[src/rtl/serrcv.sv]
// serrcv: 8N1 serial line receiver with a one-entry receive buffer,
// presented to the host as a status/data register window.
module serrcv #(
    parameter int unsigned BAUD_DIV = 434
) (
    input  logic       clk,
    input  logic       rst,
    input  logic       stb,
    input  logic       we,
    input  logic       addr,
    output logic [7:0] data_out,
    input  logic       rxd
);

    localparam int unsigned CW = (BAUD_DIV > 1) ? $clog2(BAUD_DIV) : 1;
    localparam logic [CW-1:0] HALF_LOAD = CW'(BAUD_DIV / 2 - 1);
    localparam logic [CW-1:0] FULL_LOAD = CW'(BAUD_DIV - 1);

    localparam logic [1:0] S_IDLE  = 2'd0;
    localparam logic [1:0] S_START = 2'd1;
    localparam logic [1:0] S_DATA  = 2'd2;
    localparam logic [1:0] S_STOP  = 2'd3;

    logic [1:0]    state, state_n;
    logic [CW-1:0] cnt, cnt_n;
    logic [2:0]    idx, idx_n;
    logic [7:0]    shreg, shreg_n;
    logic          dlv, dlv_n;
    logic          ferr_ev, ferr_ev_n;

    logic          rxd_m, rxd_s, rxd_q;
    logic [7:0]    rcv_buf;
    logic          rcv_rdy, ovr, ferr;

    logic          rd_data, rd_stat;

    assign rd_data = stb & ~we & addr;
    assign rd_stat = stb & ~we & ~addr;

    // Next-state logic for the bit-timing FSM
    always_comb begin
        state_n   = state;
        cnt_n     = cnt;
        idx_n     = idx;
        shreg_n   = shreg;
        dlv_n     = 1'b0;
        ferr_ev_n = 1'b0;
        case (state)
            S_IDLE: begin
                if (!rxd_s && rxd_q) begin
                    cnt_n   = HALF_LOAD;
                    state_n = S_START;
                end
            end
            S_START: begin
                if (cnt == '0) begin
                    if (!rxd_s) begin
                        cnt_n   = FULL_LOAD;
                        idx_n   = 3'd0;
                        state_n = S_DATA;
                    end else begin
                        state_n = S_IDLE;
                    end
                end else begin
                    cnt_n = cnt - CW'(1);
                end
            end
            S_DATA: begin
                if (cnt == '0) begin
                    shreg_n = {rxd_s, shreg[7:1]};
                    cnt_n   = FULL_LOAD;
                    // Terminal index moves to STOP instead of wrapping
                    if (idx == 3'd7) begin
                        state_n = S_STOP;
                    end else begin
                        idx_n = idx + 3'd1;
                    end
                end else begin
                    cnt_n = cnt - CW'(1);
                end
            end
            S_STOP: begin
                if (cnt == '0) begin
                    dlv_n     = rxd_s;
                    ferr_ev_n = ~rxd_s;
                    state_n   = S_IDLE;
                end else begin
                    cnt_n = cnt - CW'(1);
                end
            end
            default: state_n = S_IDLE;
        endcase
    end

    // Synchronizer, FSM registers and delivery pipeline
    always_ff @(posedge clk) begin
        if (!rst) begin
            rxd_m   <= 1'b1;
            rxd_s   <= 1'b1;
            rxd_q   <= 1'b1;
            state   <= S_IDLE;
            cnt     <= '0;
            idx     <= 3'd0;
            shreg   <= 8'h00;
            dlv     <= 1'b0;
            ferr_ev <= 1'b0;
        end else begin
            rxd_m   <= rxd;
            rxd_s   <= rxd_m;
            rxd_q   <= rxd_s;
            state   <= state_n;
            cnt     <= cnt_n;
            idx     <= idx_n;
            shreg   <= shreg_n;
            dlv     <= dlv_n;
            ferr_ev <= ferr_ev_n;
        end
    end

    // Host-visible buffer and flags; events win over read clears
    always_ff @(posedge clk) begin
        if (!rst) begin
            rcv_buf <= 8'h00;
            rcv_rdy <= 1'b0;
            ovr     <= 1'b0;
            ferr    <= 1'b0;
        end else begin
            if (dlv && (!rcv_rdy || rd_data)) begin
                rcv_buf <= shreg;
                rcv_rdy <= 1'b1;
            end else if (rd_data) begin
                rcv_rdy <= 1'b0;
            end

            if (dlv && rcv_rdy && !rd_data) begin
                ovr <= 1'b1;
            end else if (rd_stat) begin
                ovr <= 1'b0;
            end

            if (ferr_ev) begin
                ferr <= 1'b1;
            end else if (rd_stat) begin
                ferr <= 1'b0;
            end
        end
    end

    always_comb begin
        data_out = addr ? rcv_buf : {6'b0, ferr | ovr, rcv_rdy};
    end

endmodule
[config.mk]
export PLATFORM = sky130hd
export DESIGN_NAME = serrcv
export DESIGN_NICKNAME = d
export VERILOG_FILES = /design/src/rtl/serrcv.sv
export SDC_FILE = /design/constraint.sdc
export NUM_CORES = 1
export LEC_CHECK = 0
export ABC_AREA = 1
export ABC_CLOCK_PERIOD_IN_PS = 1500
export CELL_PAD_IN_SITES_DETAIL_PLACEMENT = 1
export CELL_PAD_IN_SITES_GLOBAL_PLACEMENT = 1
export CORE_MARGIN = 5
export CORE_UTILIZATION = 39
export CTS_BUF_LIST = sky130_fd_sc_hd__clkbuf_2 sky130_fd_sc_hd__clkbuf_4 sky130_fd_sc_hd__clkbuf_8
export CTS_CLUSTER_SIZE = 40
export DETAILED_ROUTE_END_ITERATION = 12
export HOLD_SLACK_MARGIN = 0.15
export PLACE_DENSITY = 0.88
export SLEW_MARGIN = 10
export SYNTH_ARGS = -nofsm -noshare
export SYNTH_HDL_FRONTEND = slang
export SYNTH_SLANG_ARGS = --single-unit
[constraint.sdc]
create_clock -name clk -period 1.5 [get_ports clk]
set_clock_uncertainty 0.1 [all_clocks]
set_input_delay 0.3 -clock clk [delete_from_list [all_inputs] [get_ports clk]]
set_output_delay 0.3 -clock clk [all_outputs]
set_load 0.02 [all_outputs]
# == Word-level counts from Yosys, hierarchy flattened ==
# Cells that the tools add are included.
# classes
add_sub_neg,2
eq_ne,13
reduce_logical,19
bitwise_logic,7
mux,24
# ops
cell,count
two-way mux 9 bit,5
case mux 9 bit (4 select lines),1
inequality test 2 bit (second input constant),8
two-way mux 2 bit,6
two-way mux 3 bit,4
AND reduction 5 bit,2
zero test 9 bit,1
subtractor 9 x 1 -> 9 bit (second input constant),1
two-way mux 8 bit,1
case mux 2 bit (4 select lines),1
nonzero test 2 bit,4
case mux 3 bit (2 select lines),1
AND reduction 3 bit,2
two-way mux 1 bit,5
== test 2 bit (second input constant),2
logical AND 1 bit,4
adder 3 x 1 -> 3 bit (second input constant),1
AND 1 bit,3
== test 3 bit (second input constant),1
zero test 1 bit,3
inequality test 3 bit (second input constant),1
NOT 1 bit,3
== test 2 x 1 -> 1 bit (second input constant),1
zero test 2 bit,1
other kinds (3),3
# word_totals
ff_bits,38
out_inout_bits,8

# == Longest topological paths before layout ==
# Gate-level depths: netlist (run 1).
# depth
word_depth,6
depth_mapped,11

# == Least setup slack after synthesis (run 1) ==
# OpenSTA, ideal clock, no wires.
# synth_timing
path_type,register to register
startpoint,register state[0]
endpoint,register idx[0]
slack_ns,-0.089
period_less_slack_ns,1.589
path_stages_with_launch,10
n_path_buf,1
arrival_ns,1.373
setup_time_ns,0.116
path_cell_list,dfxtp_1 inv_1 ha_1 buf_4 inv_1 o21ai_0 a21oi_1 nand2_2 o21ai_0 nor2_1
# synth_via
elab_chain_cells,3
# synth_rtl
item,line,source
from (decl),24,"logic [1:0] state, state_n;"
from (signal assigned),111,state <= state_n;
== test 2 bit or == test 2 x 1 -> 1 bit (tied branches),48,case (state)
inequality test 2 bit (no line) or nonzero test 2 bit (tied branches),n/a,
AND reduction 5 bit (no line),n/a,
to (signal assigned),113,idx <= idx_n;
to (decl),26,"logic [2:0] idx, idx_n;"
# Parallel ways exist; a longest one is shown, timed or not.
# A chain may end at the register's enable or synchronous reset.

# == Worst setup path in the final report (run 1) ==
# layout_timing
startpoint,register cnt[0]
endpoint,register dlv
# layout_via
elab_chain_cells,2
# layout_rtl
item,line,source
from (decl),25,"logic [CW-1:0] cnt, cnt_n;"
from (signal assigned),112,cnt <= cnt_n;
zero test 9 bit,83,if (cnt == '0) begin
AND reduction 3 bit (no line),n/a,
to (signal assigned),115,dlv <= dlv_n;
to (decl),28,"logic dlv, dlv_n;"
# Every way passes these cells.

==> results of run 1 <==
-- repair_timing --
action                                  4_1_cts  5_1_grt
pin swaps                                    13       22
resized for setup                            87       44
buffers inserted                              5        4
endpoints found under the setup margin       32       30
hold buffers                                  0        0
endpoints found under the hold margin         0        0
-- per-stage QoR --
| step | setup WS, ns | util | hold WS (ns) |
|---|---|---|---|
| floorplan | -0.0137 | - | 0.289 |
| global placement | -0.560 | 0.491 | 0.294 |
| finish | -0.238 | 0.594 | 0.334 |
| CTS | -0.0524 | 0.549 | 0.324 |
| detailed placement | -0.609 | 0.491 | 0.306 |
| global route | -0.305 | 0.594 | 0.341 |
-- worst max-delay path: cells and delay by family (launching register included) --
| kind | cells | cell delay [ns] |
|---|---|---|
| adder cells (fa/ha/maj) | 1 | 0.15 |
| AND/OR/NAND/NOR | 5 | 0.64 |
| flip-flops | 1 | 0.34 |
| buffers and inverters | 4 | 0.40 |
-- cells by family (layout without fill, tap and decap cells) --
logic type / after synthesis / count (layout) / synth area share
buffers and inverters: 44 / 101 / 0.100
flip-flops: 38 / 38 / 0.406
AND/OR/NAND/NOR: 121 / 121 / 0.287
adder cells (fa/ha/maj): 8 / 8 / 0.0534
AO/OA/AOI/OAI: 50 / 50 / 0.145
XOR/XNOR: 2 / 2 / 0.00934
-- routing by layer --
layer,wire length (um),share of wire,GRT usage,vias to the layer above
li1,-,-,-,945
met1,3060,0.39,0.225,1027
met2,3850,0.50,0.405,97
met3,457,0.059,0.0476,28
met4,385,0.050,0.129,0
met5,0,0,0,-
-- worst min path at each step --
stage,start,endpoint,cells after the start,slack (ns)
after floorplan,rst,rxd_q,1,0.29
after global placement,rxd_m,rxd_s,1,0.29
after detailed placement,rxd_m,rxd_s,1,0.31
after CTS,rxd_m,rxd_s,1,0.32
after global routing,rxd_m,rxd_s,1,0.34
final,rxd_m,rxd_s,1,0.33
-- flip-flops by register name (all words and copies together), names as in the netlist, 3 cells and up, named ones only --
register,flops
rcv_buf,8
idx,3
shreg,8
cnt,9
-- power breakdown --
group / switching (W) / leakage, nW / total, W / internal, W
Clock: 0.000349 / 0.0431 / 0.000704 / 0.000354
Combinational: 0.000995 / 0.869 / 0.00176 / 0.000765
Sequential: 0.0000509 / 0.310 / 0.00111 / 0.00106
-- cell type report --
cell class                      count  area, sq um
Clock buffer                        6         82.6
Fill cell                         572         1910
Inverter                           37          154
Multi-Input combinational cell    181         1230
Sequential cell                    38          768
Tap cell                           54         67.6
Timing Repair Buffer               58          482
-- layout by cell type, fill, tap and decap left out, types with 5 or more instances in the layout --
master,synthesis,final
a21oi_1,25,15
a21oi_2,3,12
buf_2,0,5
buf_4,3,38
buf_6,1,6
clkbuf_8,0,6
dfxtp_1,38,34
inv_1,34,24
inv_2,1,9
nand2_1,54,41
nand2_2,2,9
nand2_4,3,7
nand3_1,16,7
nand3_2,1,8
nor2_1,34,28
nor2_2,2,6
o21ai_0,18,10
o21ai_2,2,8
==> impl_metrics.json, run 1 <==
{
  "final_nets": 335,
  "synthFlopType": "dfxtp_1",
  "setup_viol": 24,
  "status": "finished with violations",
  "dr.pass1.iters": 4,
  "cts_max_path_buffers": 2,
  "fmax_mhz": 575,
  "synth.most_common_cell": "nand2_1",
  "vdd_ir_drop_max_uv": 575,
  "grt_pass1_vias": 2161,
  "post_synth.cell_area_avg_sq_um": 7.13,
  "synth.area.top_cells": "dfxtp_1 41%, nand2_1 11%, inv_1 6.8%",
  "cts-root-buf": "clkbuf_8",
  "coreArea_sq_um": 4690,
  "syn2layout_area_growth_pct": 48.6,
  "critPathMaxStageDelay_ns": 0.34,
  "min_period_over_period": 1.16,
  "die_w_um": 79.3,
  "yosys_warnings": 0,
  "yosysTopAreaCellShare": 0.406,
  "hold_path_class": "register to register",
  "grtUsageTotal": 0.219,
  "synth_seq_area_share": 0.406,
  "setup.worst_path.start": "cnt[0]",
  "initialDrtViolationCount": 117,
  "yosys.cell_types.count": 28,
  "violations": "setup timing",
  "tightest_slew_ns": 0.383,
  "vias": 2097,
  "fin_cells": 374,
  "path_class": "register to register",
  "numCtsBuffers": 5,
  "synth_area_sq_um": 1880,
  "rsz0062_at_grt": "true",
  "antenna_found_initial": 0,
  "hold_violations": 0,
  "synth_edf_count": 0,
  "reg2reg_depth": 10,
  "grt.overflow.total": 0,
  "final_area_sq_um": 2790,
  "rows": 25,
  "syn-num-nets": 277,
  "synth_common_cells": "54 x nand2_1, 38 x dfxtp_1, 34 x inv_1, 34 x nor2_1, 25 x a21oi_1",
  "cts_tree": "done",
  "drv_cap": 0,
  "rr_startpoint": "cnt[0]",
  "critPathSlowestCell": "dfxtp_2",
  "path_clk_slew_ns": 0.08,
  "clock-sinks": 38,
  "port_buffers": 13,
  "diodes": 0,
  "start_util": 0.400,
  "fin_ws_ns": -0.238,
  "slew_viol_final": 0,
  "ys_ff_latch": 38,
  "place_congestion": 0.847,
  "worst-endpoint-required_ns": 1.61,
  "p_leak_nw": 1.22,
  "rr_endpoint": "dlv",
  "die-area_sq_um": 6300,
  "crit_path_frequent_cell": "nand2_4",
  "drive_above_1_share": 0.456,
  "io_pins": 14,
  "crit_end": "dlv",
  "clk_latency_ns": 0.30,
  "place_inst": 359,
  "setup_tns_ns": -3.62,
  "p_per_area_nw_per_um2": 1280,
  "async_flop_share": 0,
  "max-slew-margin-rel": 0.744,
  "routed_via_density": 5.61,
  "startpoint_type": "register",
  "crit_arrival_ns": 1.85,
  "synth_top_cell_by_area": "dfxtp_1",
  "wl_per_cell_um": 20.7,
  "wl_um": 7750,
  "dp_hpwl_um": 3910,
  "detail-route-antenna-nets": 0,
  "power_w": 0.00358,
  "cp-end-kind": "register",
  "finalCriticalPeriod_ns": 1.74,
  "grt_max_degree": 18,
  "grt_pass1_wl_um": 10500,
  "postPlaceCellArea_sq_um": 2300,
  "drc": 0,
  "r2r_slack_ns": -0.24,
  "crit_chain": "inv_2 > ha_4 > nand2_4 > nor2_4 > nand2_4 > inv_6 > buf_6 > buf_4 > nand2_4 > nor3_2",
  "critPathMaxFanout": 5,
  "netlist_instances": 263,
  "htreeDepth": 2,
  "die_h_um": 79.3
}
Power figures use the tool's default switching activity.
==> run 2: changes to the inputs <==
--- a/config.mk
+++ b/config.mk
@@ -16,6 +16,7 @@
 export DETAILED_ROUTE_END_ITERATION = 12
 export HOLD_SLACK_MARGIN = 0.15
 export PLACE_DENSITY = 0.88
+export SKIP_CTS_REPAIR_TIMING = 1
 export SLEW_MARGIN = 10
 export SYNTH_ARGS = -nofsm -noshare
 export SYNTH_HDL_FRONTEND = slang
==> run 2 against run 1 <==
The flow still finishes with violations (setup timing). Hold slack got worse by 0.0091 ns. Register-to-register slack better by 0.04 ns. Largest cell class unchanged. Power shrank 3.9%. Sequential share of layout area up 1.0 points. Sequential power barely moved. Worst setup slack better by 0.039 ns. Combinational power down 9.7%. Die area unchanged. Clock-buffer cell count did not move. Global-route usage fell by 3.4 points. Critical path type unchanged.
==> impl_metrics.json, run 2 (same netlist as run 1, synthesis figures left out) <==
{
  "rr_startpoint": "cnt[3]",
  "tightest_slew_ns": 0.330,
  "grt_max_degree": 18,
  "diodes": 0,
  "setup.worst_path.start": "cnt[3]",
  "htreeDepth": 2,
  "rsz0062_at_grt": "true",
  "detail-route-antenna-nets": 0,
  "violations": "setup timing",
  "wl_um": 6830,
  "vias": 1967,
  "wl_per_cell_um": 18.4,
  "path_clk_slew_ns": 0.08,
  "place_congestion": 0.847,
  "grt_pass1_wl_um": 8980,
  "drv_cap": 0,
  "grt_pass1_vias": 1973,
  "initialDrtViolationCount": 189,
  "largest_reg_flops": 9,
  "dr.pass1.iters": 4,
  "status": "finished with violations",
  "largest-register": "cnt",
  "drive_above_1_share": 0.402,
  "dp_hpwl_um": 3910,
  "rows": 25,
  "hold_violations": 0,
  "setup_viol": 23,
  "cp-end-kind": "register",
  "port_buffers": 13,
  "numCtsBuffers": 5,
  "startpoint_type": "register",
  "io_pins": 14,
  "power_w": 0.00344,
  "fmax_mhz": 589,
  "slew_viol_final": 0,
  "grt.overflow.total": 0,
  "max-slew-margin-rel": 0.780,
  "die_h_um": 79.3,
  "cts_max_path_buffers": 2,
  "critPathMaxFanout": 3,
  "final_cell_mix": "48 x nand2_1, 35 x dfxtp_1, 33 x buf_4",
  "die_w_um": 79.3,
  "cts_tree": "done",
  "worst-endpoint-required_ns": 1.63,
  "setup_tns_ns": -2.79,
  "hold_slack_ns": 0.325,
  "crit_arrival_ns": 1.83,
  "clock-sinks": 38,
  "routed_via_density": 5.32,
  "cts-root-buf": "clkbuf_8",
  "die-area_sq_um": 6300,
  "reg.largest.list": "cnt (9), rcv_buf (8), shreg (8)",
  "n_fill_cell": 590,
  "drc": 0,
  "hold_path_class": "register to register",
  "final_nets": 331,
  "p_leak_nw": 1.20,
  "syn2layout_area_growth_pct": 43.5,
  "holdCritStartpoint": "rxd_m",
  "grtUsageTotal": 0.186,
  "vdd_ir_drop_max_uv": 511,
  "start_util": 0.400,
  "clk_latency_ns": 0.30,
  "fin_ws_ns": -0.199,
  "path_class": "register to register",
  "finalCriticalPeriod_ns": 1.70,
  "p_per_area_nw_per_um2": 1280,
  "antenna_found_initial": 0,
  "min_period_over_period": 1.13,
  "coreArea_sq_um": 4690,
  "layout_commonest_cell": "nand2_1"
}
run 2: changes by cell type in the layout (fill, tap and decap cells not counted), sizes merged:
| cell | before | now |
|---|---|---|
| buf | 50 | 41 |
| clkbuf | 6 | 14 |
| clkdlybuf4s15 | 4 | 0 |
| clkinv | 1 | 0 |
| dlymetal6s2s | 0 | 1 |
| inv | 36 | 37 |
run 2: final cells by class:
| cell class | count | area [sq um] | share of cell area |
|---|---|---|---|
| Clock buffer | 6 | 82.6 | 0.0307 |
| Inverter | 37 | 161 | 0.0600 |
| Multi-Input combinational cell | 181 | 1170 | 0.435 |
| Sequential cell | 38 | 769 | 0.286 |
| Tap cell | 54 | 67.6 | 0.0251 |
| Timing Repair Buffer | 54 | 439 | 0.163 |
run 2: through the flow:
stage | setup WS [ns] | utilization | instance area, sq um | cells
after floorplan | -0.0137 | - | 1880 | 263
after global routing | -0.312 | 0.574 | 2690 | 370
after global placement | -0.560 | 0.491 | 2300 | 359
after detailed placement | -0.609 | 0.491 | 2300 | 359
final | -0.199 | 0.574 | 2690 | 370
after CTS | -0.620 | 0.508 | 2380 | 365
run 2: critical path, cell delays in order (launching register included):
cell,delay (ns)
dfxtp_1,0.34
buf_4,0.15
nor2_1,0.18
inv_1,0.13
o21ai_0,0.23
nand2_1,0.10
nand2_1,0.09
inv_1,0.05
nor2_1,0.10
nor2_1,0.06
nor2_1,0.10
run 2: where the power goes:
group / total [W] / internal (W) / switching [W] / leakage, nW
Sequential: 0.00111 / 0.00106 / 0.0000493 / 0.310
Clock: 0.000738 / 0.000355 / 0.000382 / 0.0431
Combinational: 0.00159 / 0.000689 / 0.000903 / 0.844
Total: 0.00344 / 0.00211 / 0.00133 / 1.20
run 2: routing by layer:
metal	wire length, um	up-vias	track usage
met3	274	18	0.0385
met4	197	0	0.0825
li1	-	941	-
met5	0	-	0
met2	3440	57	0.342
met1	2910	951	0.203
run 2: path summary, 6_finish.rpt:
path              endpoint  slack, ns  cells after the start
setup / recovery    cnt[5]      -0.20                     10
hold / removal       rxd_s       0.32                      1
setup reg to reg    cnt[5]      -0.20                     10
hold reg to reg      rxd_s       0.32                      1
